$ cat config.mk
export PLATFORM = sky130hd
export DESIGN_NAME = countdown_timer_flat
export DESIGN_NICKNAME = d
export VERILOG_FILES = /design/src/rtl/timer_pkg.sv /design/src/rtl/countdown_timer_if.sv /design/src/rtl/bcd_down_digit.sv /design/src/rtl/countdown_timer.sv /design/src/flat_wrapper.sv
export SDC_FILE = /design/constraint.sdc
export NUM_CORES = 1
export LEC_CHECK = 0
export ABC_AREA = 1
export CAP_MARGIN = 20
export CORE_MARGIN = 2
export CORE_UTILIZATION = 54
export CTS_CLUSTER_SIZE = 30
export DETAILED_ROUTE_END_ITERATION = 12
export GPL_TIMING_DRIVEN = 0
export HOLD_SLACK_MARGIN = 0.15
export MAX_ROUTING_LAYER = met4
export PLACE_DENSITY = 0.9
export SETUP_SLACK_MARGIN = 0.4
export SYNTH_ARGS = -nofsm -noshare
export SYNTH_HDL_FRONTEND = slang
export SYNTH_HIERARCHICAL = 1
export SYNTH_SLANG_ARGS = --single-unit
$ cat constraint.sdc
create_clock -name clk -period 3 [get_ports clk]
set_input_delay 0.45 -clock clk [delete_from_list [all_inputs] [get_ports clk]]
set_output_delay 0.45 -clock clk [all_outputs]
set_load 0.02 [all_outputs]
$ cat src/rtl/timer_pkg.sv
// rtl/timer_pkg.sv - shared state encoding and constants for the scoreboard timer digit chains
package timer_pkg;

    typedef enum logic [1:0] {
        IDLE    = 2'd0,
        RUN     = 2'd1,
        PAUSED  = 2'd2,
        EXPIRED = 2'd3
    } state_e;

    localparam logic [3:0]  BCD_MAX          = 4'd9;
    localparam logic [19:0] DEFAULT_TICK_DIV = 20'd1000000;

    // Out-of-range nibbles clamp to 9 rather than being rejected.
    function automatic logic [3:0] bcd_sat(input logic [3:0] nib);
        return (nib > BCD_MAX) ? BCD_MAX : nib;
    endfunction

endpackage

$ cat src/rtl/countdown_timer_if.sv
// rtl/countdown_timer_if.sv - control strobes and BCD display outputs of the countdown timer
interface countdown_timer_if;

    logic        load;
    logic [15:0] load_value;
    logic        start;
    logic        pause;
    logic [15:0] digits;
    logic        running;
    logic        expired;
    logic        done_pulse;

    modport master (
        output load, load_value, start, pause,
        input  digits, running, expired, done_pulse
    );

    modport slave (
        input  load, load_value, start, pause,
        output digits, running, expired, done_pulse
    );

endinterface

$ cat src/rtl/bcd_down_digit.sv
// rtl/bcd_down_digit.sv - one BCD digit with saturating load and decrement/borrow chaining
module bcd_down_digit
    import timer_pkg::*;
(
    input  logic       clk,
    input  logic       rst,
    input  logic       load_i,
    input  logic [3:0] load_val_i,
    input  logic       dec_i,
    output logic [3:0] value_o,
    output logic       borrow_o
);

    logic [3:0] value_q;
    logic [3:0] value_d;

    always_comb begin
        value_d = value_q;
        if (load_i) begin
            value_d = bcd_sat(load_val_i);
        end else if (dec_i) begin
            value_d = (value_q == 4'd0) ? BCD_MAX : value_q - 4'd1;
        end
    end

    always_ff @(posedge clk) begin
        if (!rst) begin
            value_q <= 4'd0;
        end else begin
            value_q <= value_d;
        end
    end

    assign value_o  = value_q;
    assign borrow_o = dec_i && (value_q == 4'd0);

endmodule

$ cat src/rtl/countdown_timer.sv
// rtl/countdown_timer.sv - four-digit BCD shot/game clock: FSM, hundredth prescaler and zero detect
module countdown_timer
    import timer_pkg::*;
#(
    parameter logic [19:0] TICK_DIV = DEFAULT_TICK_DIV
) (
    input  logic              clk,
    input  logic              rst,
    countdown_timer_if.slave  tif
);

    state_e      state_q;
    state_e      state_d;
    logic [19:0] prescaler_q;
    logic [19:0] prescaler_d;
    logic        done_pulse_q;
    logic        done_pulse_d;

    logic [15:0] digits_q;
    logic [4:0]  borrow;
    logic        load_accept;
    logic        tick;
    logic        digits_zero;
    logic        dec_en;
    logic        expire_next;

    assign load_accept = tif.load && (state_q != RUN);
    assign tick        = (state_q == RUN) && (prescaler_q == TICK_DIV - 20'd1);
    assign digits_zero = (digits_q == 16'h0000);
    // A pause on the tick cycle wins, so the decrement is dropped entirely.
    assign dec_en      = tick && !tif.pause && !digits_zero;
    assign expire_next = dec_en && (digits_q == 16'h0001);

    assign borrow[0] = dec_en;

    for (genvar i = 0; i < 4; i++) begin : g_digit
        bcd_down_digit u_digit (
            .clk        (clk),
            .rst        (rst),
            .load_i     (load_accept),
            .load_val_i (tif.load_value[i*4 +: 4]),
            .dec_i      (borrow[i]),
            .value_o    (digits_q[i*4 +: 4]),
            .borrow_o   (borrow[i+1])
        );
    end

    always_ff @(posedge clk) begin
        if (!rst) begin
            state_q      <= IDLE;
            prescaler_q  <= 20'd0;
            done_pulse_q <= 1'b0;
        end else begin
            state_q      <= state_d;
            prescaler_q  <= prescaler_d;
            done_pulse_q <= done_pulse_d;
        end
    end

    always_comb begin
        state_d = state_q;
        case (state_q)
            IDLE: begin
                if (tif.load) begin
                    state_d = IDLE;
                end else if (tif.start && !digits_zero) begin
                    state_d = RUN;
                end
            end
            RUN: begin
                // A borrow out of the top digit means the chain underflowed; stop there.
                if (tif.pause) begin
                    state_d = PAUSED;
                end else if (expire_next || borrow[4]) begin
                    state_d = EXPIRED;
                end
            end
            PAUSED: begin
                if (tif.load) begin
                    state_d = IDLE;
                end else if (tif.start) begin
                    state_d = RUN;
                end
            end
            EXPIRED: begin
                if (tif.load) begin
                    state_d = IDLE;
                end
            end
            default: state_d = IDLE;
        endcase
    end

    always_comb begin
        prescaler_d  = prescaler_q;
        done_pulse_d = (state_q == RUN) && (state_d == EXPIRED);
        if (load_accept) begin
            prescaler_d = 20'd0;
        end else if ((state_q == RUN) && !tif.pause) begin
            prescaler_d = tick ? 20'd0 : prescaler_q + 20'd1;
        end
    end

    assign tif.digits     = digits_q;
    assign tif.running    = (state_q == RUN);
    assign tif.expired    = (state_q == EXPIRED);
    assign tif.done_pulse = done_pulse_q;

endmodule

$ cat src/flat_wrapper.sv
// flat-port wrapper written by rule: the top's interface ports become plain ports
module countdown_timer_flat import timer_pkg::*;
#(
    parameter logic [19:0] TICK_DIV = DEFAULT_TICK_DIV
)
  (clk, rst, tif_load, tif_load_value, tif_start, tif_pause, tif_digits, tif_running, tif_expired, tif_done_pulse);
  countdown_timer_if tif_i ();
  input  logic clk;
  input  logic rst;
  input wire logic [$bits(tif_i.load)-1:0] tif_load;
  input wire logic [$bits(tif_i.load_value)-1:0] tif_load_value;
  input wire logic [$bits(tif_i.start)-1:0] tif_start;
  input wire logic [$bits(tif_i.pause)-1:0] tif_pause;
  output wire logic [$bits(tif_i.digits)-1:0] tif_digits;
  output wire logic [$bits(tif_i.running)-1:0] tif_running;
  output wire logic [$bits(tif_i.expired)-1:0] tif_expired;
  output wire logic [$bits(tif_i.done_pulse)-1:0] tif_done_pulse;
  assign tif_i.load = tif_load;
  assign tif_i.load_value = tif_load_value;
  assign tif_i.start = tif_start;
  assign tif_i.pause = tif_pause;
  assign tif_digits = tif_i.digits;
  assign tif_running = tif_i.running;
  assign tif_expired = tif_i.expired;
  assign tif_done_pulse = tif_i.done_pulse;
  countdown_timer #(.TICK_DIV(TICK_DIV)) u_core (.clk(clk), .rst(rst), .tif(tif_i));
endmodule
After elaboration in Yosys (flattened, before gate mapping)
Index checks and enable logic that the tools add are counted.
Operators by class
  add/subtract/negate cells: 5
  eq/ne operators: 7
  bitwise gates (word level): 1
  multiplexer cells: 25
  order comparisons: 4
  reduce and logical (&&, ||, !) cells: 26
Operators with widths (count)
  $mux W4: 16
  $add A20 B1 Y20 const B: 1
  $eq A20 B20 Y1 const B: 1
  $mux W20: 1
  $eq A16 B1 Y1 const B: 1
  $gt A4 B4 Y1 const B: 4
  $logic_not A16 Y1: 1
  $logic_not A4 Y1: 4
  $sub A4 B1 Y4 const B: 4
  $mux W2: 7
  $logic_and A1 B1 Y1: 12
  $pmux W2 S4: 1
  $reduce_bool A2 Y1: 4
  $eq A2 B2 Y1 const B: 3
  $eq A2 B1 Y1 const B: 1
  $logic_not A1 Y1: 2
  $logic_not A2 Y1: 1
  $ne A2 B1 Y1 const B: 1
  $reduce_or A2 Y1: 1
  $logic_or A1 B1 Y1: 1
  $not A1 Y1: 1
Storage, ports and cells
  register bits: 39
  input bits: 21
  logic and storage cells: 75

Logic depth before layout (Yosys ltp)
Gate-level depths: netlist of run 1.
  word-level depth: 14
  gate-level depth with buffers: 18

Modules after synthesis
Netlist of run 1, hierarchy kept.
Modules (own cells, without submodules)
  countdown_timer: times used 1, cells each 209, area an instance 1405.1 um^2, seq. area each 460.4 um^2
  bcd_down_digit: times used 4, cells each 49, area an instance 271.5 um^2, seq. area each 80.1 um^2

Least setup slack after synthesis of run 1
No wires, ideal clock.
  kind: reg-to-reg
  start point: register u_core.prescaler_q[0]
  end point: register u_core.state_q[1]
  cell stages (with the launch flop): 18
  data arrival time: 2264 ps
  data required time: 2930 ps
  path buffers: 0
  slack: 666 ps
  library setup time: 70 ps
  period minus slack after synthesis: 2334 ps
  cell sequence: dfxtp_1 ha_1 nand3_1 nor2_1 nand3_1 nor3b_1 inv_1 nor2_1 inv_1 nor2_1 inv_1 nor2_1 inv_1 nor2_1 or2_2 o21bai_1 nand2_1 a21oi_1
Between the ends
  word-level cells in the longest chain between the ends: 12
  elaborated cells between the ends (all ways): 13
RTL lines
  from (decl): line countdown_timer.sv:14  | logic [19:0] prescaler_q;
  from (signal assigned): line countdown_timer.sv:55  | prescaler_q <= prescaler_d;
  $eq A20 B20 Y1: line countdown_timer.sv:28  | assign tick = (state_q == RUN) && (prescaler_q == TICK_DIV - 20'd1);
  $logic_and A1 B1 Y1: line countdown_timer.sv:28
  $logic_and A1 B1 Y1 (2 in a row): line countdown_timer.sv:31  | assign dec_en = tick && !tif.pause && !digits_zero;
  via u_core.borrow[0]: line countdown_timer.sv:20  | logic [4:0] borrow;
  $logic_and A1 B1 Y1: line bcd_down_digit.sv:35  | assign borrow_o = dec_i && (value_q == 4'd0);
  via u_core.borrow[1]: line countdown_timer.sv:20
  $logic_and A1 B1 Y1: line bcd_down_digit.sv:35
  via u_core.borrow[2]: line countdown_timer.sv:20
  $logic_and A1 B1 Y1: line bcd_down_digit.sv:35
  via u_core.borrow[3]: line countdown_timer.sv:20
  $logic_and A1 B1 Y1: line bcd_down_digit.sv:35
  via u_core.borrow[4]: line countdown_timer.sv:20
  $logic_or A1 B1 Y1: line countdown_timer.sv:74  | end else if (expire_next || borrow[4]) begin
  $mux W2: line countdown_timer.sv:74
  $mux W2: line countdown_timer.sv:72  | if (tif.pause) begin
  $pmux W2 S4: line countdown_timer.sv:62  | case (state_q)
  to (signal assigned): line countdown_timer.sv:54  | state_q <= state_d;
  to (decl): line countdown_timer.sv:12  | state_e state_q;
The timed path passes the listed nets, and every way through them passes these cells.
A chain may end at the register's enable or synchronous reset.

Worst setup path after layout of run 1
  start point: register u_core.prescaler_q[9]
  end point: register u_core.state_q[1]
Same word-level chain as after synthesis.

==> impl_metrics.env, run 1 <==
export IMPL_drc=0
export IMPL_p_leak_nw=1.45
export IMPL_synth_avg_cell_area_um2=6.15
export IMPL_synth_seq_cells=39
export IMPL_slew_viol_final=0
export IMPL_max_slew_worst_pin_slew_ns=0.608
export IMPL_power_density_nw_per_um2=416
export IMPL_cts_sinks=39
export IMPL_wl_per_cell_um=11.7
export IMPL_io_pins=40
export IMPL_synth_fp_nets=427
export IMPL_die_area_um2=5170
export IMPL_max_vdd_ir_drop_uv=289
export IMPL_synthTopCellsByArea="dfxtp_1 31%, nand2_1 17%, nor2_1 9.3%"
export IMPL_setup_viol=0
export IMPL_ys_types=32
export IMPL_totalPowerFinal_mw=1.32
export IMPL_hold_ws_ns=0.505
export IMPL_clock_skew_ns=0.00655
export IMPL_synth_top_area_frac=0.313
export IMPL_yosys_warnings=6
export IMPL_crit_path_start_kind="flip-flop"
export IMPL_start_util=0.564
export IMPL_worst_ep_required_time_ns=3.23
export IMPL_layout_drive_gt1_share=0.161
export IMPL_crit_fanout=6
export IMPL_min_period_ns=2.44
export IMPL_grt_max_degree=17
export IMPL_vias=2617
export IMPL_end_kind="flip-flop"
export IMPL_grt_pass1_vias=2402
export IMPL_dp_cells=496
export IMPL_rsz0062_at_grt="no"
export IMPL_fmax_mhz=410
export IMPL_worst_slack_ns=0.562
export IMPL_fp_dieW_um=71.9
export IMPL_cts_buffers_inserted=5
export IMPL_rows=24
export IMPL_max_stage_delay_ns=0.39
export IMPL_grt_use_total=0.245
export IMPL_post_route_util=0.716
export IMPL_fin_crit_sh=0.813
export IMPL_antenna_found_initial=0
export IMPL_hold_viol=0
export IMPL_crit_chain="inv_1 > nor2_1 > nand2_1 > nor2_1 > nand3_2 > nor3b_2 > inv_1 > nor2_2 > inv_1 > nor2_2 > inv_1 > nor2_2 > inv_1 > nor2_2 > or2_2 > o21bai_1 > nand2_1 > a21oi_1"
export IMPL_drtPass1Iterations=4
export IMPL_core_area_um2=4410
export IMPL_clk_latency_ns=0.30
export IMPL_antenna_diode_count=0
export IMPL_crit_type="reg2reg"
export IMPL_cts_max_level=2
export IMPL_final_common_cell="nand2_1"
export IMPL_dp_hpwl_um=4280
export IMPL_gp_congestion=0.869
export IMPL_path_clk_slew_ns=0.08
export IMPL_die_h_um=71.9
export IMPL_final_cell_mix="116 x nand2_1, 59 x inv_1, 57 x nor2_1"
export IMPL_place_ws_ns=0.100
export IMPL_max_slew_margin=0.593
export IMPL_netlist_area_um2=2490
export IMPL_cts_buffer_depth=2
export IMPL_cpMostUsedCell="inv_1"
export IMPL_setup_tns_ns=0
export IMPL_nets=480
export IMPL_fin_cells=511
export IMPL_io_buffer_count=39
export IMPL_area_growth_pct=26.9
export IMPL_hp_class="reg2reg"
export IMPL_drt_iter0_markers=199
export IMPL_drv_cap=0
export IMPL_grt_remaining_overflow=0
export IMPL_synth_area_leader_cell="dfxtp_1"
export IMPL_slowest_stage="dfxtp_2"
export IMPL_placed_cell_area_um2=2950
export IMPL_status="finished, final reports clean"
export IMPL_syn_inst=405
export IMPL_vias_per_cell=5.12
export IMPL_drt_wl_total_um=5980
export IMPL_cp_arrival_ns=2.67
export IMPL_ant_nets=0
export IMPL_grt_pass1_wl_um=9880
export IMPL_ys_seq_area_frac=0.313
export IMPL_final_cell_area_um2=3160
export IMPL_cts_tree="done"
export IMPL_cts_root_buffer="clkbuf_8"
[state kept, by name, summed over array words and instances, names as in the netlist]
register and cells:
u_core/tif.done_pulse 1, u_core/prescaler_q 20, u_core/state_q 2, u_core/g_digit.u_digit/value_o 16
[routing by layer]
layer,share of wire,global-route usage,up-vias
met5,0,-,-
met1,0.45,0.299,1166
li1,-,-,1364
met3,0.063,0.0431,7
met4,0.015,0.109,0
met2,0.47,0.397,80
[cell type report]
type | count | area (µm²)
tap | 52 | 65.1
clock inverter | 2 | 35.0
timing repair buffer | 46 | 443
sequential | 39 | 787
inverter | 69 | 264
multi-input combinational | 297 | 1490
clock buffer | 6 | 82.6
fill | 357 | 1250
[synth_stat cells]
library cell  instances
a32o_1                1
o21ai_1               2
nand3_1              15
ha_1                  1
a21oi_1              21
nand3b_1              1
nor3_2                1
nand2_2               5
o21bai_2              1
nor2_2               11
nand2_4               2
a31oi_1               1
nor4_1                2
nor2_8                3
xor2_1                3
dfxtp_1              39
nand4_1               3
o22ai_1               1
nand2_1             116
inv_1                59
inv_2                 9
nor2_4                2
o21ai_0              25
nor2_1               62
a21oi_2               4
nor3b_1               2
xnor2_1               2
nand3_4               1
o21bai_1              1
inv_6                 1
or2_2                 3
nor3_1                5
[kinds of logic (layout without fill, tap and decap cells)]
family | Yosys count | after routing | share of synthesized area
buffers and inverters | 69 | 123 | 0.106
AO/OA/AOI/OAI | 57 | 57 | 0.127
XOR/XNOR | 5 | 5 | 0.0176
adder cells (fa/ha/maj) | 1 | 1 | 0.00502
flip-flops | 39 | 39 | 0.313
AND/OR/NAND/NOR | 234 | 234 | 0.431
[report_power, final]
part,internal [mW],total [mW],switching (mW)
combinational,0.120,0.281,0.161
sequential,0.539,0.571,0.0323
clock,0.269,0.463,0.194
[critical path, delay by kind of cell (launching register included)]
kind	cells	cell delay [ns]
buf+inv	5	0.38
compound gates	2	0.23
flops	1	0.39
simple gates	11	1.37
[final timing paths]
kind         slack [ns]                endpoint                    from  cells past startpoint
max reg2reg        0.56       u_core/state_q[1]   u_core/prescaler_q[9]                     18
max                0.56       u_core/state_q[1]   u_core/prescaler_q[9]                     18
min                0.51  u_core/prescaler_q[19]  u_core/prescaler_q[19]                      2
min reg2reg        0.51  u_core/prescaler_q[19]  u_core/prescaler_q[19]                      2
[repair_timing]
action | in CTS | in global routing
pin swaps | 1 | 6
setup endpoints to repair | 6 | 4
hold buffers | 0 | 0
resized for setup | 6 | 10
endpoints found under the hold margin | 0 | 0
setup buffers | 1 | 5
(Power assumes the default switching activity.)
==> run 2, diff against run 1 <==
- CORE_UTILIZATION: 54 -> 49
- PLACE_DENSITY: 0.9 -> 0.87
- clock period: 3 -> 2.1 ns (I/O delays scaled with it)
==> run 2 against run 1 <==
Against the previous run: the run now ends with setup timing left; power increased by 50%; fmax decreased by 0.67%; sequential cell count unchanged; clock power increased by 37%; die area increased by 9.6%; non-clock buffer count increased by 35; register-to-register slack got worse by 0.92 ns; design area increased by 18%; wire length increased by 50%; combinational power increased by 91%.
==> impl_metrics.env, run 2 (synthesized netlist as in run 1, its figures left out) <==
export IMPL_status="finished with violations"
export IMPL_violations="setup timing"
export IMPL_antenna_found_initial=0
export IMPL_totalPowerFinal_mw=1.98
export IMPL_dp_hpwl_um=4340
export IMPL_io_buffer_count=39
export IMPL_pwr_share_comb=0.271
export IMPL_nets=515
export IMPL_drt_iter0_markers=329
export IMPL_setup_viol=14
export IMPL_ant_nets=0
export IMPL_largest_reg_flops=20
export IMPL_cpMostUsedCell="nor2_4"
export IMPL_core_area_um2=4820
export IMPL_antenna_diode_count=0
export IMPL_rsz0062_at_grt="yes"
export IMPL_hold_viol=0
export IMPL_die_h_um=75.3
export IMPL_p_sw_mw=0.649
export IMPL_cp_arrival_ns=2.70
export IMPL_cts_buffers_inserted=5
export IMPL_hp_class="reg2reg"
export IMPL_die_area_um2=5670
export IMPL_fmax_mhz=407
export IMPL_io_pins=40
export IMPL_drc=0
export IMPL_p_leak_nw=1.76
export IMPL_worst_slack_ns=-0.355
export IMPL_cts_buffer_depth=2
export IMPL_grt_pass1_wl_um=11900
export IMPL_clk_latency_ns=0.31
export IMPL_rows=25
export IMPL_end_kind="flip-flop"
export IMPL_drtPass1Iterations=6
export IMPL_final_cell_mix="112 x nand2_1, 54 x inv_1, 51 x nor2_1"
export IMPL_fin_cells=561
export IMPL_max_vdd_ir_drop_uv=300
export IMPL_cts_tree="done"
export IMPL_area_growth_pct=49.5
export IMPL_grt_pass1_vias=2620
export IMPL_postCtsHoldBufs=0
export IMPL_slowest_stage="dfxtp_2"
export IMPL_grt_max_degree=17
export IMPL_drt_wl_total_um=8980
export IMPL_vias_per_cell=5.65
export IMPL_wl_per_cell_um=16.0
export IMPL_fin_crit_sh=1.17
export IMPL_fp_dieW_um=75.3
export IMPL_max_stage_delay_ns=0.35
export IMPL_worst_ep_required_time_ns=2.34
export IMPL_crit_chain="inv_1 > nor2_1 > nand2_1 > nor2_4 > nand3_4 > nor3b_4 > inv_2 > nor2_4 > inv_2 > nor2_4 > inv_2 > nor2_4 > inv_2 > nor2_4 > or2_4 > o21bai_1 > nand2_1 > a21oi_2"
export IMPL_clock_skew_ns=0.0105
export IMPL_largest_register="u_core/prescaler_q"
export IMPL_gp_congestion=0.903
export IMPL_cts_root_buffer="clkbuf_8"
export IMPL_drv_cap=0
export IMPL_cts_sinks=39
export IMPL_power_density_nw_per_um2=531
export IMPL_power_frac_seq=0.408
export IMPL_final_common_cell="nand2_1"
export IMPL_path_clk_slew_ns=0.08
export IMPL_dp_cells=511
export IMPL_max_slew_margin=0.546
export IMPL_slew_viol_final=0
export IMPL_sw_frac_of_total=0.328
export IMPL_vias=3167
export IMPL_crit_type="reg2reg"
export IMPL_layout_drive_gt1_share=0.310
export IMPL_power_internal_mw=1.33
export IMPL_cts_max_level=2
export IMPL_grt_remaining_overflow=0
export IMPL_max_slew_worst_pin_slew_ns=0.682
export IMPL_min_period_ns=2.45
export IMPL_crit_fanout=3
export IMPL_crit_path_start_kind="flip-flop"
export IMPL_pwr_share_clk=0.321
export IMPL_grt_use_total=0.286
export IMPL_fill_cells=323
export IMPL_start_util=0.517
run 2: changes by cell type in the layout (fill, tap and decap cells not counted), sizes merged:
| cell | change |
|---|---|
| dlygate4sd2 | +8 |
| bufinv | -1 |
| clkdlybuf4s50 | -11 |
| clkbuf | +2 |
| dlymetal6s2s | +2 |
| buf | +35 |
run 2: final cells by class:
| type | instances | area [µm²] | area share |
|---|---|---|---|
| clock buffer | 7 | 108 | 0.0289 |
| clock inverter | 1 | 5.00 | 0.00134 |
| inverter | 69 | 264 | 0.0709 |
| multi-input combinational | 297 | 1670 | 0.449 |
| sequential | 39 | 840 | 0.225 |
| tap | 67 | 83.8 | 0.0225 |
| timing repair buffer | 81 | 753 | 0.202 |
run 2: path summary, 6_finish.rpt:
kind | end | depth (start not counted) | slack (ns) | startpoint
worst max-delay path | u_core/state_q[1] | 18 | -0.35 | u_core/prescaler_q[14]
worst min-delay path | u_core/prescaler_q[19] | 2 | 0.50 | u_core/prescaler_q[19]
worst max register to register | u_core/state_q[1] | 18 | -0.35 | u_core/prescaler_q[14]
worst min register to register | u_core/prescaler_q[19] | 2 | 0.50 | u_core/prescaler_q[19]
run 2: critical path, delay by kind of cell (launching register included):
kind | cells | cell delay (ns)
AO/OA/AOI/OAI | 2 | 0.25
buffers and inverters | 5 | 0.33
flip-flops | 1 | 0.35
AND/OR/NAND/NOR | 11 | 1.44
run 2: layer usage:
layer | global-route usage | share of wire | vias up
met1 | 0.338 | 0.38 | 1450
met2 | 0.474 | 0.49 | 222
li1 | - | - | 1438
met5 | - | 0 | -
met3 | 0.0476 | 0.084 | 57
met4 | 0.136 | 0.053 | 0
run 2: timing repair:
item / 4_1_cts / 5_1_grt
pin swaps: 34 / 27
gates resized for setup: 72 / 34
endpoints found under the setup margin: 44 / 35
endpoints found under the hold margin: 0 / 0
buffers inserted: 32 / 10
run 2: metrics by stage:
step / hold WS (ns) / util / setup TNS, ns / setup slack (ns) / cell area [µm²]
global placement: 0.473 / 0.626 / -0.847 / -0.307 / 3020
CTS: 0.506 / 0.737 / -0.555 / -0.214 / 3550
global route: 0.524 / 0.773 / -3.18 / -0.399 / 3720
floorplan: 0.438 / - / 0 / 0.0342 / 2540
finish: 0.503 / 0.773 / -2.51 / -0.355 / 3720
detailed placement: 0.485 / 0.626 / -1.10 / -0.343 / 3020
run 2: power groups by stage:
| stage | registers, mW | clock network (mW) | logic (mW) |
|---|---|---|---|
| final | 0.807 | 0.636 | 0.536 |
| after global routing | 0.811 | 0.670 | 0.575 |
| after CTS | 0.803 | 0.627 | 0.478 |
| after detailed placement | 0.834 | 0 | 0.393 |
| after global placement | 0.833 | 0 | 0.385 |
| after floorplan | 0.858 | 0 | 0.217 |
==> RTL change (settings of run 1) <==
Register the output `tif.expired`, without a reset; this adds one clock of latency there.
--- a/src/rtl/countdown_timer.sv
+++ b/src/rtl/countdown_timer.sv
@@ -105,3 +105,5 @@
     assign tif.running    = (state_q == RUN);
-    assign tif.expired    = (state_q == EXPIRED);
+    always_ff @(posedge clk) begin
+        tif.expired <= (state_q == EXPIRED);
+    end
     assign tif.done_pulse = done_pulse_q;
Behaviour: same outputs for any inputs over 10 cycles, from zero or initial values and one cycle with rst low; that may be too few to reach the edited logic, so the function may still have changed.
==> RTL change against run 1 <==
Total power down 0.69%; sequential cell count increased by 1; die area rose by 0.77%; cell area shrank 0.47%; setup slack got worse by 20 ps; routed wire length is essentially flat; sequential power grew 2%; global-route usage is 0.66 points higher; synthesized area is 0.80% higher; critical path type unchanged; critical endpoint unchanged; largest cell class unchanged; largest power group unchanged.
==> RTL change: results (changes against run 1) <==
worst reg-to-reg setup slack=540 ps (was 560 ps); met1 usage=0.2763 (was 0.2985); crit path DAT=2690 ps (was 2670 ps); ratio of cells with drive above 1 in the final layout=0.1438 (was 0.1612); hold_sp=u_core/state_q[1] (was u_core/prescaler_q[19]); XOR/XNOR Fraction of Synth Area=0.01744 (was 0.01758); WL met2=3038 um (was 2828 um); First-pass DRT Iterations=5 (was 4); hpwl dp=4237 um (was 4276 um); compound-gate portion of the synthesized area=0.1261 (was 0.1271); leakage=0.001446 uW (was 0.001447 uW); clock skew=4.753 ps (was 6.546 ps); Data buffer area share=0.1384 (was 0.1401); post-synthesis adder-cell area fraction=0.004983 (was 0.005023); Largest register FFs=20 (unchanged); status=complete, no violations (unchanged); Layout clock area frac=0.03419 (was 0.03720); first-pass GRT wire length=10210 um (was 9880 um); CP max FO=4 (was 6); sequential cell area=805.8 sq um (was 787.0 sq um); input/output buffers=39 (unchanged); Syn Nets=428 (was 427); Setup CP Type=register to register (unchanged); met1 wire length=2545 um (was 2681 um); worst flop-to-flop path startpoint=u_core/prescaler_q[0] (was u_core/prescaler_q[9]); CTS sink cnt=40 (was 39); # fillers=349 (was 357); Largest stage delay, worst path=370 ps (was 390 ps); DR vias=2654 (was 2617); Global Route Usage Sum=0.2511 (was 0.2446); footprint of the multi-input gates=1469 sq um (was 1485 sq um); VDD IR max=0.2206 mV (was 0.2892 mV); starting DRC count in detailed routing=189 (was 199); GR Layer Usage met2=0.4353 (was 0.3971); R2R depth=17 (was 18); WL per Instance=11.70 um (was 11.69 um); Worst-Margin Slew=598.6 ps (was 608.3 ps); Synth top cells by count=nand2_1 (116), nor2_1 (62), inv_1 (59), dfxtp_1 (40), o21ai_0 (25) (was nand2_1 (116), nor2_1 (62), inv_1 (59), dfxtp_1 (39), o21ai_0 (25)); met3 usage=0.03611 (was 0.04306); WHS Endpoint=u_core/tif.expired (was u_core/prescaler_q[19]); RePlAce Congestion=0.8815 (was 0.8693); Plain + repair buffers=45 (was 46); leading area contributor after synthesis=dfxtp_1 (unchanged); synth top area cells=dfxtp_1 (32%), nand2_1 (17%), nor2_1 (9.3%) (was dfxtp_1 (31%), nand2_1 (17%), nor2_1 (9.3%)); number of global-route vias before repair=2542 (was 2402)
## RTL change: cell types whose count changed after synthesis, sizes merged
| cell | run 1 | this run |
|---|---|---|
| dfxtp | 39 | 40 |
## RTL change: what timing repair did
item / CTS / global route
buffers inserted: 1 / 4
gates resized for setup: 4 / 7
cloned: 0 / 0
endpoints found under the hold margin: 0 / 0
endpoints found under the setup margin: 6 / 6
pin swaps: 1 / 4
## RTL change: stage by stage
step | cell area (sq um) | cells | power, uW | setup WS (ps) | hold WS, ps
after floorplan | 2511 | 406 | 760.8 | 666.3 | 419.2
after global placement | 2967 | 497 | 861.4 | 119.7 | 428.4
after detailed placement | 2967 | 497 | 867.3 | 113.7 | 435.7
after CTS | 3093 | 506 | 1307 | 413.6 | 446.8
after global routing | 3147 | 511 | 1368 | 366.5 | 487.2
final | 3147 | 511 | 1307 | 541.8 | 440.5
## RTL change: where the power goes
part           internal (uW)  switching (uW)
Sequential               552            33.3
Clock                    247             194
Combinational            120             161
